<file path="config.mk">
export PLATFORM = sky130hd
export DESIGN_NAME = ifu_fetch
export DESIGN_NICKNAME = d
export VERILOG_FILES = /design/src/rtl/ifu_fetch.sv
export SDC_FILE = /design/constraint.sdc
export NUM_CORES = 1
export LEC_CHECK = 0
export BUFFER_PORTS_ARGS = -buffer_cell sky130_fd_sc_hd__clkbuf_2
export CAP_MARGIN = 20
export CORE_AREA = 2 2 109 111
export CTS_CLUSTER_DIAMETER = 50
export DETAILED_ROUTE_END_ITERATION = 10
export DIE_AREA = 0 0 111 113
export PLACE_DENSITY_LB_ADDON = 0.25
export SLEW_MARGIN = 10
export SYNTH_ARGS = -nofsm -noshare
export SYNTH_HDL_FRONTEND = slang
export SYNTH_SLANG_ARGS = --single-unit
</file>
<file path="constraint.sdc">
create_clock -name clk -period 4.2 [get_ports clk]
set_input_delay 0.21 -clock clk [delete_from_list [all_inputs] [get_ports clk]]
set_output_delay 0.21 -clock clk [all_outputs]
set_load 0.03 [all_outputs]
</file>
<file path="src/rtl/ifu_fetch.sv">
// F-stage fetch unit: owns F_PC, issues one instruction-memory request at a time
// and loads each returned word into the F/D register, buffering it while D is stalled.
`timescale 1ns/1ps

module ifu_fetch #(
  parameter logic [31:0] RESET_PC = 32'h0000_3000,
  parameter logic [31:0] PC_LO    = 32'h0000_3000,
  parameter logic [31:0] PC_HI    = 32'h0000_6FFF
) (
  input  logic        clk,
  input  logic        reset,
  input  logic [31:0] F_nextPC,
  input  logic        D_stall,
  output logic        im_req_valid,
  output logic [31:0] im_req_addr,
  input  logic        im_req_ready,
  input  logic        im_resp_valid,
  input  logic [31:0] im_resp_data,
  output logic [31:0] F_PC,
  output logic [31:0] D_instr,
  output logic [31:0] D_PC,
  output logic        D_valid,
  output logic        D_advance,
  output logic        F_addr_err
);

  typedef enum logic [1:0] {
    ST_REQ,
    ST_WAIT,
    ST_HOLD
  } state_t;

  state_t      state;
  logic [31:0] hold_buf;
  logic [31:0] deliver_word;
  logic        next_pc_bad;

  // NOTE: every signal written here gets a default first, so no latch is inferred.
  always_comb begin
    D_advance    = 1'b0;
    deliver_word = im_resp_data;
    case (state)
      ST_WAIT: D_advance = im_resp_valid && !D_stall;
      ST_HOLD: begin
        D_advance    = !D_stall;
        deliver_word = hold_buf;
      end
      default: ;
    endcase
  end

  assign next_pc_bad  = (F_nextPC[1:0] != 2'b00) || (F_nextPC < PC_LO) || (F_nextPC > PC_HI);
  assign im_req_valid = (state == ST_REQ);
  assign im_req_addr  = F_PC;

  // NOTE: sequential state uses non-blocking assignments only.
  always_ff @(posedge clk or posedge reset) begin
    if (reset) begin
      state      <= ST_REQ;
      F_PC       <= RESET_PC;
      D_instr    <= '0;
      D_PC       <= '0;
      D_valid    <= 1'b0;
      hold_buf   <= '0;
      F_addr_err <= 1'b0;
    end else begin
      case (state)
        ST_REQ:  if (im_req_ready) state <= ST_WAIT;
        // A response with D stalled is parked, never dropped.
        ST_WAIT: if (im_resp_valid) begin
          if (D_stall) begin
            hold_buf <= im_resp_data;
            state    <= ST_HOLD;
          end else begin
            state <= ST_REQ;
          end
        end
        ST_HOLD: if (!D_stall) state <= ST_REQ;
        default: state <= ST_REQ;
      endcase

      if (D_advance) begin
        D_instr <= deliver_word;
        D_PC    <= F_PC;
        D_valid <= 1'b1;
        F_PC    <= {F_nextPC[31:2], 2'b00};
        if (next_pc_bad) F_addr_err <= 1'b1;
      end
    end
  end

endmodule

</file>
==> flow_metrics.env, run 1 <==
export IMPL_worst_path_max_fanout=53
export IMPL_synth_area_per_cell_um2=15.14
export IMPL_core_um2=11270
export IMPL_gp_congestion=0.7390
export IMPL_wl_um=11360
export IMPL_fillers=895
export IMPL_final_area_um2=6932
export IMPL_setup_violations=0
export IMPL_synth_cells=366
export IMPL_avgViaCountPerCell=4.983
export IMPL_cts_clk_slew_worst_paths_ns=0.05
export IMPL_p_leak_uw=0.003388
export IMPL_hold_worst_slack_ns=0.01887
export IMPL_final_common_cell="clkbuf_2"
export IMPL_ys_seq_area_frac=0.5786
export IMPL_max_slew_margin_rel=0.3747
export IMPL_dieArea_um2=12540
export IMPL_cts_buffers=17
export IMPL_p_clk_frac=0.201
export IMPL_die_w_um=111
export IMPL_first_pass_iters=4
export IMPL_grt_max_degree=62
export IMPL_period_share=0.6842
export IMPL_post_cts_buffers=0
export IMPL_nNetsFinal=612
export IMPL_worstPathRequired_ns=3.99
export IMPL_grt_overflow=0
export IMPL_max_clock_path_buffers=2
export IMPL_drc=0
export IMPL_n_antenna_cell=0
export IMPL_seq_power_share=0.352
export IMPL_hold_viol_final=0
export IMPL_tns_ns=0
export IMPL_crit_buf_inv=3
export IMPL_grt_usage=0.1906
export IMPL_p_switching_uw=2705
export IMPL_top_level_ports=201
export IMPL_cpPeakStageDelay_ns=0.78
export IMPL_portBuffers=194
export IMPL_ys_ff_latch=128
export IMPL_grt_pass1_vias=3669
export IMPL_grt_pass1_wl_um=18550
export IMPL_finClkSkew_ns=0.004554
export IMPL_multiInputGateArea_um2=1958
export IMPL_p_int_uw=3665
export IMPL_seq_area_um2=3206
export IMPL_synth_warnings=0
export IMPL_rows=39
export IMPL_synthArstFlopShare=1.000
export IMPL_cp_cell_sequence="inv_1, ha_1, a21oi_1, nor3b_4, buf_12, clkbuf_2"
export IMPL_cp_slowest_cell="nor3b_4"
export IMPL_cpLargestDelayFamily="simple AND/OR/NAND/NOR gates"
export IMPL_drv_cap=0
export IMPL_vias=3468
export IMPL_dp_slack_ns=1.621
export IMPL_final_cell_mix="clkbuf_2 (194), dfrtp_1 (126), mux2_2 (109)"
export IMPL_pwr_share_comb=0.448
export IMPL_synth_cell_types=23
export IMPL_clkLatencyLatePin_ns=0.41
export IMPL_crit_arrival_ns=2.66
export IMPL_dpl_hpwl_um=8040
export IMPL_p_sw_frac=0.4246
export IMPL_htree_levels=4
export IMPL_postLayoutCoreUtil=0.6149
export IMPL_cp_end_kind="primary output"
export IMPL_drive_above_1_share=0.6058
export IMPL_drt_wirelength_per_cell_um=16.32
export IMPL_synth_edf_count=0
export IMPL_ctsRootBufferMaster="clkbuf_16"
export IMPL_die_y_um=113
export IMPL_syn_to_final_growth_pct=25.11
export IMPL_cts_tree="built"
export IMPL_crit_type="reg2out"
export IMPL_ant_nets=0
export IMPL_initial_utilization=0.4915
export IMPL_grt_antenna_before_repair=0
export IMPL_slew_viol_final=0
export IMPL_cts_sinks=128
export IMPL_fin_crit_ns=2.874
export IMPL_p_per_area_nw_per_um2=918.9
export IMPL_synthesis_area_um2=5540
export IMPL_first_iter_violations=98
export IMPL_rsz0062_at_grt="false"
export IMPL_setup_ws_ns=1.326
export IMPL_critPathLaunchType="flop"
export IMPL_max_freq_ghz=0.3480
export IMPL_tightest_slew_ns=0.9370
export IMPL_synth_flop_cell="dfrtp_1"
export IMPL_peakVddDrop_v=0.0005863
export IMPL_dpl_cell_area_um2=6389
export IMPL_status="completed"
export IMPL_hp_class="in2reg"
==> cells by family (layout without fill, tap and decap cells) <==
logic type	after synthesis	count (layout)	synth area share
mux	157	157	0.3189
flops	128	128	0.5786
buf+inv	57	239	0.07249
simple gates	14	14	0.01468
compound gates	5	5	0.006323
fa+ha+maj	3	3	0.006776
other cells	1	6	0.0006769
xor+xnor	1	1	0.001581
==> power groups by stage <==
stage               registers [uW]  logic, uW  clock network (uW)
finish                        2240       2850                1280
floorplan                     3070       1390                   0
global route                  2330       3020                1370
detailed placement            2260       2880                   0
CTS                           2250       2890                1300
global placement              2210       2830                   0
==> Yosys cell counts, types with 2 or more instances <==
| library cell | n | area, um2 |
|---|---|---|
| dfrtp_1 | 126 | 3153 |
| mux2_2 | 109 | 1227 |
| mux2_1 | 47 | 529.3 |
| buf_4 | 37 | 277.8 |
| buf_2 | 9 | 45.04 |
| buf_6 | 5 | 56.30 |
| nor4_1 | 5 | 31.28 |
| inv_1 | 4 | 15.01 |
| nand2_1 | 4 | 15.01 |
| ha_1 | 3 | 37.54 |
| a31oi_1 | 2 | 12.51 |
| buf_1 | 2 | 7.510 |
| dfstp_2 | 2 | 52.55 |
| nand3_1 | 2 | 10.01 |
==> metrics by stage <==
step                instances  power, uW
floorplan                 371       4457
global placement          661       5038
detailed placement        661       5140
CTS                       696       6442
global route              696       6719
finish                    696       6370
==> path summary, 6_finish.rpt <==
kind	start	endpoint	slack [ns]	cells past startpoint
setup reg to reg	state[1]	D_PC[4]	1.61	6
setup / recovery	state[1]	D_advance	1.33	6
max in group asynchronous	reset	F_PC[7]	2.73	4
hold / removal	F_nextPC[8]	F_PC[8]	0.02	2
hold reg to reg	D_valid	D_valid	0.46	1
min in group asynchronous	reset	F_PC[21]	0.47	3
==> sequential cells by signal, indices dropped and copies added (netlist names) <==
name and cells:
hold_buf 32, D_instr 32, D_valid 1, F_addr_err 1, D_PC 30, state 2, F_PC 30
==> routing by layer <==
metal | up-vias | GRT usage | routed length (um)
met2 | 127 | 0.3063 | 5441
met3 | 21 | 0.06320 | 721
met5 | - | 0 | 0
li1 | 1596 | - | -
met4 | 0 | 0.08667 | 278
met1 | 1724 | 0.2360 | 4915
==> worst reg2reg max path, cell delays in order (launching register included) <==
cell and delay (ns):
dfrtp_1 0.38, inv_1 0.10, ha_1 0.23, a21oi_1 0.12, nor3b_4 0.78, buf_4 0.48, mux2_1 0.38
==> final cells by class <==
class / count / share of cell area
clock buffers: 31 / 0.07329
flip-flops and latches: 128 / 0.4625
clock inverters: 1 / 0.0007220
well taps: 143 / 0.02581
inverters: 4 / 0.002527
multi-input cells: 186 / 0.2825
repair buffers: 203 / 0.1527
==> what timing repair did <==
action | CTS | global route
hold buffers | 3 | 0
hold endpoints to repair | 61 | 0
gates resized for setup | 0 | 0
Power figures use the tool's default switching activity.
==> run 2: changes to the inputs <==
--- a/config.mk
+++ b/config.mk
@@ -5,12 +5,13 @@
 export SDC_FILE = /design/constraint.sdc
 export NUM_CORES = 1
 export LEC_CHECK = 0
+export ABC_AREA = 1
 export BUFFER_PORTS_ARGS = -buffer_cell sky130_fd_sc_hd__clkbuf_2
 export CAP_MARGIN = 20
-export CORE_AREA = 2 2 109 111
+export CORE_AREA = 2 2 114 116
 export CTS_CLUSTER_DIAMETER = 50
 export DETAILED_ROUTE_END_ITERATION = 10
-export DIE_AREA = 0 0 111 113
+export DIE_AREA = 0 0 116 118
 export PLACE_DENSITY_LB_ADDON = 0.25
 export SLEW_MARGIN = 10
 export SYNTH_ARGS = -nofsm -noshare
==> constraint.sdc (replaced) <==
create_clock -name clk -period 2.5 [get_ports clk]
set_input_delay 0.125 -clock clk [delete_from_list [all_inputs] [get_ports clk]]
set_output_delay 0.125 -clock clk [all_outputs]
set_load 0.03 [all_outputs]
==> run 2 against run 1 <==
  * Clock power is 140% higher
  * Synthesized cell count is 77% higher
  * Non-clock buffer count is 61 higher
  * Worst setup slack worse by 1.1 ns
  * Cell count is 51% higher
  * Hold slack better by 0.042 ns
  * Critical endpoint unchanged
  * Largest power group unchanged
==> flow_metrics.env, run 2 <==
export IMPL_grt_overflow=0
export IMPL_final_cell_mix="nand2_1 (287), clkbuf_2 (194), dfrtp_1 (126)"
export IMPL_tns_ns=0
export IMPL_grt_antenna_before_repair=0
export IMPL_crit_arrival_ns=2.18
export IMPL_drc=0
export IMPL_p_clk_frac=0.277
export IMPL_hp_start="D_stall"
export IMPL_first_pass_iters=7
export IMPL_max_clock_path_buffers=2
export IMPL_r2r_slack_ns=0.52
export IMPL_cts_clk_slew_worst_paths_ns=0.05
export IMPL_cp_slowest_cell="inv_2"
export IMPL_first_iter_violations=346
export IMPL_cp_end_kind="primary output"
export IMPL_peakVddDrop_v=0.0008003
export IMPL_avgViaCountPerCell=4.575
export IMPL_worst_path_max_fanout=34
export IMPL_cpPeakStageDelay_ns=0.42
export IMPL_cts_buffers=17
export IMPL_hp_class="in2reg"
export IMPL_seq_power_share=0.333
export IMPL_final_common_cell="nand2_1"
export IMPL_dieArea_um2=13690
export IMPL_setup_violations=0
export IMPL_rsz0062_at_grt="false"
export IMPL_grt_usage=0.2030
export IMPL_tightest_slew_ns=0.8197
export IMPL_top_level_ports=201
export IMPL_fillers=1048
export IMPL_hold_worst_slack_ns=0.06119
export IMPL_post_cts_buffers=0
export IMPL_dpl_hpwl_um=8578
export IMPL_p_sw_frac=0.4185
export IMPL_p_int_uw=6318
export IMPL_die_y_um=118
export IMPL_syn_to_final_growth_pct=39.46
export IMPL_fin_cells=1053
export IMPL_p_leak_uw=0.004325
export IMPL_cp_cell_sequence="inv_1, ha_1, inv_1, nor2_1, nand2_4, inv_2, clkbuf_2"
export IMPL_synth_area_leaders="dfrtp_1 (57%), nand2_1 (19%), o21ai_0 (7.8%), buf_4 (5.2%), inv_1 (2.7%)"
export IMPL_fin_crit_ns=2.304
export IMPL_cpLargestDelayFamily="buffers and inverters"
export IMPL_wl_um=13540
export IMPL_initial_utilization=0.4455
export IMPL_cpMostUsedCell="inv_1"
export IMPL_portBuffers=194
export IMPL_drive_above_1_share=0.2713
export IMPL_hold_viol_final=0
export IMPL_ys_ff_latch=128
export IMPL_grt_max_degree=129
export IMPL_grt_met3_usage=0.06179
export IMPL_p_switching_uw=4547
export IMPL_grt_pass1_wl_um=21780
export IMPL_globalRouteMet1Util=0.2453
export IMPL_period_share=0.9217
export IMPL_crit_type="reg2out"
export IMPL_post_cts_resized=0
export IMPL_gp_congestion=0.7787
export IMPL_clkLatencyLatePin_ns=0.41
export IMPL_synthArstFlopShare=1.000
export IMPL_synthTopCellsByCount="nand2_1 (287), dfrtp_1 (126), o21ai_0 (86)"
export IMPL_worstPathRequired_ns=2.38
export IMPL_die_w_um=116
export IMPL_synth_most_common_cell="nand2_1"
export IMPL_htree_levels=4
export IMPL_vias=4817
export IMPL_ys_seq_area_frac=0.5796
export IMPL_status="completed"
export IMPL_nNetsFinal=940
export IMPL_synth_cells=648
export IMPL_slew_viol_final=0
export IMPL_top_usage_layer="met2"
export IMPL_pwr_share_comb=0.390
export IMPL_synth_area_leader_cell="dfrtp_1"
export IMPL_grt_util_met2=0.3300
export IMPL_ctsRootBufferMaster="clkbuf_16"
export IMPL_reg_top3="D_instr x32, hold_buf x32"
export IMPL_cts_tree="built"
export IMPL_crit_buf_inv=4
export IMPL_finClkSkew_ns=0.005071
export IMPL_grt_pass1_vias=4680
export IMPL_synth_flop_cell="dfrtp_1"
export IMPL_dp_cells=958
export IMPL_netlist_area_leader_share=0.5701
export IMPL_core_um2=12410
export IMPL_ctsHoldBuffers=63
export IMPL_synth_warnings=0
export IMPL_finalPower_uw=10860
export IMPL_synth_cell_types=22
export IMPL_ant_nets=0
export IMPL_n_antenna_cell=0
export IMPL_drv_cap=0
export IMPL_critPathLaunchType="flop"
export IMPL_cts_sinks=128
export IMPL_synth_edf_count=0
export IMPL_cp_startpoint="state[1]"
export IMPL_synthesis_area_um2=5530
export IMPL_synth_area_per_cell_um2=8.534
export IMPL_p_per_area_nw_per_um2=1409
export IMPL_rows=41
export IMPL_max_freq_ghz=0.4340
export IMPL_reg2reg_from="state[0]"
export IMPL_max_slew_margin_rel=0.4536
export IMPL_drt_wirelength_per_cell_um=12.86
-- run 2: cell count changes in the layout (fill, tap and decap cells not counted), moves of 11 or more --
cell	before	now
mux2_1	47	0
nand2_1	4	287
nor2_1	0	11
mux2_2	109	0
o21ai_1	0	14
o21ai_0	0	86
inv_1	3	39
dlygate4sd3_1	3	63
-- run 2: worst paths after layout --
path	cells past startpoint	to
max	7	D_advance
min	3	state[1]
max reg2reg	8	F_addr_err
min reg2reg	1	D_valid
max in group asynchronous	4	D_PC[15]
min in group asynchronous	4	D_PC[30]
-- run 2: cell families after synthesis --
| logic type | after synthesis | share of synthesized area |
|---|---|---|
| DFF | 128 | 0.5796 |
| other | 1 | 0.0006781 |
| buffers and inverters | 110 | 0.1106 |
| AOI/OAI and AO/OA | 102 | 0.09321 |
| and+or+nand+nor | 304 | 0.2090 |
| adders and majority gates | 3 | 0.006788 |
-- run 2: power by group through the flow --
| stage | clock network (uW) | logic, uW | registers, uW |
|---|---|---|---|
| floorplan | 0 | 2040 | 4760 |
| global placement | 0 | 4100 | 3580 |
| detailed placement | 0 | 4180 | 3630 |
| CTS | 3070 | 4270 | 3610 |
| global route | 3180 | 4620 | 3720 |
| finish | 3010 | 4240 | 3620 |
-- run 2: layer usage --
layer / part of all wire / vias to the layer above
met5: 0 / -
met4: 0.021 / 0
met3: 0.072 / 24
met2: 0.48 / 187
met1: 0.43 / 2201
li1: - / 2405
-- run 2: final cells by class --
class	count	area, um2	area share
inverters	42	161.4	0.02093
multi-input cells	415	1737	0.2252
well taps	172	215.2	0.02790
flip-flops and latches	128	3206	0.4156
repair buffers	264	1667	0.2161
clock inverters	10	252.7	0.03277
clock buffers	22	474.2	0.06149
-- run 2: worst reg2reg max path, delay by kind of cell, from the launching register on --
kind,cells,cell delay [ns]
AND/OR/NAND/NOR,3,0.21
buffers and inverters,3,0.78
flip-flops,1,0.37
adder cells (fa/ha/maj),1,0.29
AO/OA/AOI/OAI,1,0.22
-- run 2: stage by stage --
stage               instance area, um2    util  worst slack, ns
floorplan                         5553       -           0.7954
global placement                  6355  0.5119           0.5860
detailed placement                6355  0.5119           0.5153
CTS                               7712  0.6212           0.1382
global route                      7712  0.6212          0.01783
finish                            7712  0.6212           0.1956
==> run 3: changes to the inputs <==
--- a/config.mk
+++ b/config.mk
@@ -8,11 +8,12 @@
 export ABC_AREA = 1
 export BUFFER_PORTS_ARGS = -buffer_cell sky130_fd_sc_hd__clkbuf_2
 export CAP_MARGIN = 20
-export CORE_AREA = 2 2 114 116
+export CORE_AREA = 2 2 109 111
 export CTS_CLUSTER_DIAMETER = 50
 export DETAILED_ROUTE_END_ITERATION = 10
-export DIE_AREA = 0 0 116 118
+export DIE_AREA = 0 0 111 113
 export PLACE_DENSITY_LB_ADDON = 0.25
+export SKIP_LAST_GASP = 1
 export SLEW_MARGIN = 10
 export SYNTH_ARGS = -nofsm -noshare
 export SYNTH_HDL_FRONTEND = slang
==> constraint.sdc (replaced) <==
create_clock -name clk -period 2.3 [get_ports clk]
set_input_delay 0.115 -clock clk [delete_from_list [all_inputs] [get_ports clk]]
set_output_delay 0.115 -clock clk [all_outputs]
set_load 0.03 [all_outputs]
==> run 3 against run 2 <==
  * Core utilization up 5.4 points
  * Clock skew up 0.0035 ns
  * Via count up 1.5%
  * Routed wire length up 0.13%
  * Combinational power up 9.4%
  * Sequential cell count unchanged
  * Non-clock buffer count up 1
  * Critical path depth unchanged
  * Final area down 1.3%
==> flow_metrics.env, run 3 (synthesis gave the netlist of run 2 again) <==
export IMPL_nNetsFinal=941
export IMPL_dpl_hpwl_um=8565
export IMPL_die_w_um=111
export IMPL_syn_to_final_growth_pct=37.69
export IMPL_wl_um=13560
export IMPL_tns_ns=0
export IMPL_top_level_ports=201
export IMPL_cts_clk_slew_worst_paths_ns=0.05
export IMPL_drv_cap=0
export IMPL_cp_end_kind="primary output"
export IMPL_drc=0
export IMPL_worst_path_max_fanout=23
export IMPL_die_y_um=113
export IMPL_max_slew_margin_rel=0.6070
export IMPL_gp_congestion=0.7721
export IMPL_dieArea_um2=12540
export IMPL_tightest_slew_ns=0.5883
export IMPL_fin_cells=1023
export IMPL_n_antenna_cell=0
export IMPL_postLayoutCoreUtil=0.6755
export IMPL_first_pass_iters=5
export IMPL_crit_type="reg2out"
export IMPL_grt_overflow=0
export IMPL_drive_above_1_share=0.2705
export IMPL_vias=4887
export IMPL_core_um2=11270
export IMPL_met3_wirelength_um=721
export IMPL_rsz0062_at_grt="false"
export IMPL_hp_class="in2reg"
export IMPL_avgViaCountPerCell=4.777
export IMPL_p_per_area_nw_per_um2=1487
export IMPL_grt_max_degree=109
export IMPL_period_share=0.9211
export IMPL_reg_top3="D_instr x32, hold_buf x32"
export IMPL_max_clock_path_buffers=2
export IMPL_peakVddDrop_v=0.001029
export IMPL_cts_tree="built"
export IMPL_cts_buffers=17
export IMPL_post_cts_buffers=0
export IMPL_wl_met1_um=5841
export IMPL_wl_met2_um=6740
export IMPL_grt_antenna_before_repair=0
export IMPL_grt_pass1_vias=4713
export IMPL_dp_cells=930
export IMPL_portBuffers=194
export IMPL_fin_crit_ns=2.119
export IMPL_highest_layer="met4"
export IMPL_cts_sinks=128
export IMPL_drt_wirelength_per_cell_um=13.25
export IMPL_clkLatencyLatePin_ns=0.41
export IMPL_final_cell_mix="nand2_1 (287), clkbuf_2 (194), dfrtp_1 (126)"
export IMPL_critPathLaunchType="flop"
export IMPL_max_freq_ghz=0.4720
export IMPL_final_common_cell="nand2_1"
export IMPL_ant_nets=0
export IMPL_grt_usage=0.2250
export IMPL_status="completed"
export IMPL_initial_utilization=0.4906
export IMPL_rows=39
export IMPL_finClkSkew_ns=0.008527
export IMPL_slew_viol_final=0
export IMPL_crit_arrival_ns=2.00
export IMPL_hold_viol_final=0
export IMPL_p_leak_uw=0.004298
export IMPL_grt_pass1_wl_um=22650
export IMPL_ctsRootBufferMaster="clkbuf_16"
export IMPL_first_iter_violations=480
export IMPL_htree_levels=4
export IMPL_worstPathRequired_ns=2.18
export IMPL_setup_violations=0
## run 3: changes by cell type in the layout (fill, tap and decap cells not counted)
cell / before / now
clkbuf_8: 3 / 6
buf_12: 1 / 4
buf_4: 6 / 4
clkinvlp_4: 2 / 1
inv_6: 0 / 1
clkinv_2: 1 / 2
inv_2: 2 / 1
bufinv_16: 8 / 3
## run 3: layout make-up
class,count,area (um2)
Timing Repair Buffer,265,1712
Fill cell,914,3657
Inverter,42,166.4
Sequential cell,128,3206
Multi-Input combinational cell,415,1737
Tap cell,143,178.9
Clock buffer,25,515.5
Clock inverter,5,100.1
## run 3: power by group
group	internal (uW)	total, uW	switching, uW	leakage (uW)
clock network	1860	2760	902	0.000305
logic	1310	4640	3330	0.00238
registers	3240	3920	678	0.00161
## run 3: worst max-delay path, cell delays in order, from the launching register on
cell      delay [ns]
dfrtp_1         0.38
inv_1           0.08
ha_1            0.27
inv_1           0.03
nor2_1          0.16
nand2_4         0.19
inv_6           0.22
clkbuf_2        0.25
## run 3: per-stage QoR
step | hold WS (ns) | area [um2] | setup slack, ns | power [uW]
3_5_place_dp | 0.2002 | 6364 | 0.3804 | 8490
4_1_cts | 0.02135 | 7612 | 0.09183 | 11380
3_3_place_gp | 0.1931 | 6364 | 0.4599 | 8355
6_report | 0.03541 | 7615 | 0.1815 | 11320
5_1_grt | 0.06209 | 7615 | 0.02337 | 11990
2_1_floorplan | 0.2059 | 5553 | 0.6054 | 7385
## run 3: path summary, 6_finish.rpt
path / from / endpoint / slack [ns] / cells past startpoint
worst min-delay path: D_stall / state[1] / 0.04 / 3
worst min register to register: F_addr_err / F_addr_err / 0.47 / 2
min in group asynchronous: reset / hold_buf[18] / 0.35 / 3
worst max register to register: state[0] / F_addr_err / 0.46 / 8
worst max-delay path: state[0] / D_advance / 0.18 / 7
max in group asynchronous: reset / F_PC[12] / 1.22 / 4
## run 3: timing repair
action	in CTS	in global routing
gates resized for setup	1	1
hold buffers	63	0
hold endpoints to repair	84	0
setup endpoints to repair	1	1
## run 3: per-layer routing
| metal | track usage | vias up |
|---|---|---|
| li1 | - | 2404 |
| met1 | 0.2899 | 2276 |
| met2 | 0.3718 | 186 |
| met3 | 0.05624 | 21 |
| met4 | 0.08500 | 0 |
| met5 | 0 | - |
